--- config.mk ---
export PLATFORM = sky130hd
export DESIGN_NAME = counter_arbiter
export DESIGN_NICKNAME = d
export VERILOG_FILES = /design/src/rtl/counter_arbiter.sv
export SDC_FILE = /design/constraint.sdc
export NUM_CORES = 1
export LEC_CHECK = 0
export BUFFER_PORTS_ARGS = -buffer_cell sky130_fd_sc_hd__buf_4
export CAP_MARGIN = 10
export CORE_AREA = 2 2 39 41
export DETAILED_ROUTE_END_ITERATION = 10
export DIE_AREA = 0 0 41 43
export PLACE_DENSITY = 0.71
export SYNTH_ARGS = -nofsm -noshare
export SYNTH_HDL_FRONTEND = slang
export SYNTH_SLANG_ARGS = --single-unit
--- constraint.sdc ---
create_clock -name clk -period 2.8 [get_ports clk]
set_input_delay 0.14 -clock clk [delete_from_list [all_inputs] [get_ports clk]]
set_output_delay 0.14 -clock clk [all_outputs]
set_load 0.005 [all_outputs]
--- src/rtl/counter_arbiter.sv ---
// Round-robin arbiter sharing one up-counter between two requesters: grants a
// winner, clears the counter, enables it for the latched tick count, then pulses done.
module counter_arbiter #(
  parameter int WIDTH = 4
) (
  input  logic             clk,
  input  logic             reset,
  input  logic [1:0]       req,
  input  logic [WIDTH-1:0] len0,
  input  logic [WIDTH-1:0] len1,
  input  logic [WIDTH-1:0] cnt_value,
  output logic [1:0]       gnt,
  output logic [1:0]       done,
  output logic             busy,
  output logic             cnt_reset,
  output logic             cnt_enable
);

  localparam logic [1:0] S_IDLE  = 2'd0;
  localparam logic [1:0] S_CLEAR = 2'd1;
  localparam logic [1:0] S_RUN   = 2'd2;
  localparam logic [1:0] S_DONE  = 2'd3;

  logic [1:0]       r_state;
  logic             r_owner;
  logic             r_last;
  logic [WIDTH-1:0] r_len;

  logic             w_winner;
  logic [WIDTH-1:0] w_last_tick;
  logic [1:0]       w_owner_oh;

  // NOTE: every always_comb output gets a default first so no latch is inferred.
  always_comb begin
    w_winner = ~r_last;
    if (req == 2'b01) begin
      w_winner = 1'b0;
    end else if (req == 2'b10) begin
      w_winner = 1'b1;
    end
  end

  // A zero length wraps to all ones, giving a full 2^WIDTH-tick run.
  assign w_last_tick = r_len - WIDTH'(1);
  assign w_owner_oh  = r_owner ? 2'b10 : 2'b01;

  // NOTE: sequential state uses non-blocking assignments only.
  always_ff @(posedge clk or negedge reset) begin
    if (!reset) begin
      r_state <= S_IDLE;
      r_owner <= 1'b0;
      r_last  <= 1'b1;
      r_len   <= '0;
    end else begin
      case (r_state)
        S_IDLE: begin
          if (req != 2'b00) begin
            r_owner <= w_winner;
            r_last  <= w_winner;
            r_len   <= w_winner ? len1 : len0;
            r_state <= S_CLEAR;
          end
        end
        S_CLEAR: r_state <= S_RUN;
        S_RUN: begin
          if (cnt_value == w_last_tick) begin
            r_state <= S_DONE;
          end
        end
        S_DONE:  r_state <= S_IDLE;
        default: r_state <= S_IDLE;
      endcase
    end
  end

  assign gnt        = (r_state == S_CLEAR || r_state == S_RUN) ? w_owner_oh : 2'b00;
  assign done       = (r_state == S_DONE) ? w_owner_oh : 2'b00;
  assign busy       = (r_state != S_IDLE);
  assign cnt_reset  = (r_state == S_CLEAR);
  assign cnt_enable = (r_state == S_RUN);

endmodule

==> impl_metrics.py <==
metrics = {
    "status": {
        "status": "complete, no violations",
    },
    "global_routing": {
        "overflow": 0,
        "grt_start_max_net_pins": 9,
        "grt_pass1_vias": 451,
        "grt_pass1_wl_mm": 1.849,
        "grt_use_total_pct": 15.68,
        "antenna_found_initial": 0,
    },
    "drt": {
        "drc_errors": 0,
        "via_per_inst": 4.920,
        "ant_nets": 0,
        "drtIter0Drc": 3,
        "drtPass1Iterations": 3,
        "routed_wl_mm": 1.140,
        "wl_per_cell_um": 11.40,
        "num_vias": 492,
    },
    "die": {
        "die-area_um2": 1763,
        "start_util_pct": 40.51,
        "die_h_um": 43,
        "ioPinCount": 23,
        "fp.dieW_um": 41,
        "core_um2": 1384,
        "rows": 14,
    },
    "pwr": {
        "p_per_area_nw_per_um2": 1070,
        "p_leak_nw": 0.4011,
        "ir_worst_vdd_mv": 0.4383,
    },
    "clocking": {
        "clk_pin_slew_ns": 0.06,
        "clk_latency_ns": 0.26,
        "clk_path_buf_depth": 2,
        "numCtsBuffers": 3,
        "cts_tree": "built",
        "post_cts_resized": 0,
        "h-tree-depth": 1,
        "cts_root_buffer": "clkbuf_4",
        "clock_sinks": 8,
    },
    "placement": {
        "place_congestion": 0.7132,
        "place_area_um2": 745.7,
        "hpwl_um": 944.1,
        "io_buffer_count": 22,
    },
    "worst_setup_path": {
        "critPathMaxFanout": 4,
        "rr_worst_depth": 6,
        "reg2reg_setup_slack_ns": 0.89,
        "r2r_start": "r_len[0]",
        "worstPathArrival_ns": 2.05,
        "crit_required_ns": 2.94,
        "cp-end-kind": "register",
        "crit_type": "register to register",
        "startpoint_type": "register",
        "rr_endpoint": "r_state[1]",
    },
    "synth": {
        "synth_cells": 57,
        "synth_top_cell_area_share_pct": 31.25,
        "synth_area_leaders": "dfrtp_1 31%, ha_1 11%, mux2i_1 8.9%",
        "syn-num-nets": 78,
        "netlist_area_um2": 560.5,
        "synthDistinctLibCells": 23,
        "ys_seq_area_share_pct": 35.94,
        "synth_top_area_cell": "dfrtp_1",
        "ys_warn_count": 0,
        "avgSynthCellArea_um2": 9.834,
        "yosys_register_bits": 8,
    },
    "layout": {
        "layout_commonest_cell": "buf_4",
        "finalInstanceArea_um2": 782.0,
        "nets": 106,
        "area_delta_synth_final_pct": 39.51,
        "drive_gt1_share_pct": 35.71,
        "final_cell_mix": "22 x buf_4, 7 x nand2_1, 7 x dfrtp_1",
        "n_antenna_cell": 0,
    },
    "sta": {
        "slew_headroom_pct": 66.75,
        "tns_ns": 0,
        "clock-skew-final_ns": 0.01576,
        "fin_crit_sh_pct": 68.05,
        "rsz0062_at_grt": "no",
        "fmax_mhz": 524.8,
        "tightestPinTransition_ns": 0.4955,
        "post-route-min-period_ns": 1.905,
        "drv_slew": 0,
        "finalHoldViolCount": 0,
        "setup_viol": 0,
    },
    "job": {
        "cap_violations": 0,
    },
    "hold_path": {
        "worstHoldStart": "req[0]",
        "hold_class": "input pin to register",
        "hold-path-cell-count": 2,
        "hold_end": "r_last",
    },
}
[flip-flops by register name, summed over array words and instances (netlist names)]
signal   flops
r_last       1
r_len        4
r_owner      1
r_state      2
[area by class of cell]
cell class                 count  area [um2]
clock buffer                   4       26.28
fill                         137       601.8
inverter                       5       18.77
multi-input combinational     44       340.3
sequential                     8       201.4
tap                           16       20.02
timing repair buffer          23       175.2
[cell usage after synthesis]
cell type / number
dfrtp_1: 7
nand2_1: 7
o21ai_1: 6
ha_1: 5
mux2i_1: 5
inv_1: 4
xnor2_1: 3
a31oi_1: 2
and2_1: 2
nor2b_1: 2
nor3_1: 2
a21oi_1: 1
a311o_1: 1
a32o_2: 1
and4_4: 1
dfstp_2: 1
inv_2: 1
nand2b_1: 1
nor2_1: 1
o22ai_1: 1
or3_4: 1
xor2_1: 1
xor3_1: 1
[how the worst max path moves through the flow]
stage / to / from / cells after the start / slack (ns)
5_1_grt: r_state[1] / r_len[0] / 6 / 0.73
6_report: r_state[1] / r_len[0] / 6 / 0.89
4_1_cts: r_state[1] / r_len[0] / 6 / 0.88
3_3_place_gp: r_state[1] / r_len[0] / 6 / 0.95
3_5_place_dp: r_state[1] / r_len[0] / 6 / 0.89
2_1_floorplan: r_state[1] / r_state[0] / 6 / 1.05
[routing by layer]
metal	share of wire, %	global-route usage [%]
met5	0	0
met3	3.8	3.141
met4	0	8.000
met2	56	27.19
met1	40	16.50
[worst max-delay path: stages, from the launching register on]
cell and delay (ns):
dfrtp_1 0.41, inv_1 0.07, ha_1 0.14, xor3_1 0.40, nor3_1 0.29, nand2_1 0.12, a311o_1 0.36
[where the power goes]
group          switching, W  total [W]  internal, W
registers         0.0000597   0.000241     0.000181
clock network     0.0000385  0.0000929    0.0000544
logic              0.000221   0.000503     0.000282
[cells by family (layout without fill, tap and decap cells)]
logic type | Yosys count | in the layout | synth area share, %
buffers and inverters | 5 | 32 | 3.347
adder cells (fa/ha/maj) | 5 | 5 | 11.16
XOR/XNOR | 5 | 5 | 10.49
flip-flops | 8 | 8 | 35.94
AND/OR/NAND/NOR | 17 | 17 | 16.74
multiplexers | 5 | 5 | 8.929
AO/OA/AOI/OAI | 12 | 12 | 13.39
[what timing repair did]
item	in CTS	in global routing
setup buffers	0	0
setup endpoints to repair	0	0
endpoints found under the hold margin	8	0
hold buffers	1	0
[metrics by stage]
stage	hold WS [ns]	total power, W	utilization (%)	instances	worst slack [ns]
floorplan	-0.1556	0.0005759	-	57	1.050
global placement	-0.03823	0.0007270	53.89	95	0.9475
detailed placement	-0.03784	0.0007493	53.89	95	0.8917
CTS	0.09306	0.0008479	56.51	100	0.8791
global route	0.09493	0.0009242	56.51	100	0.7348
finish	0.1029	0.0008365	56.51	100	0.8945
No activity file was read; power rests on OpenSTA's default activity.
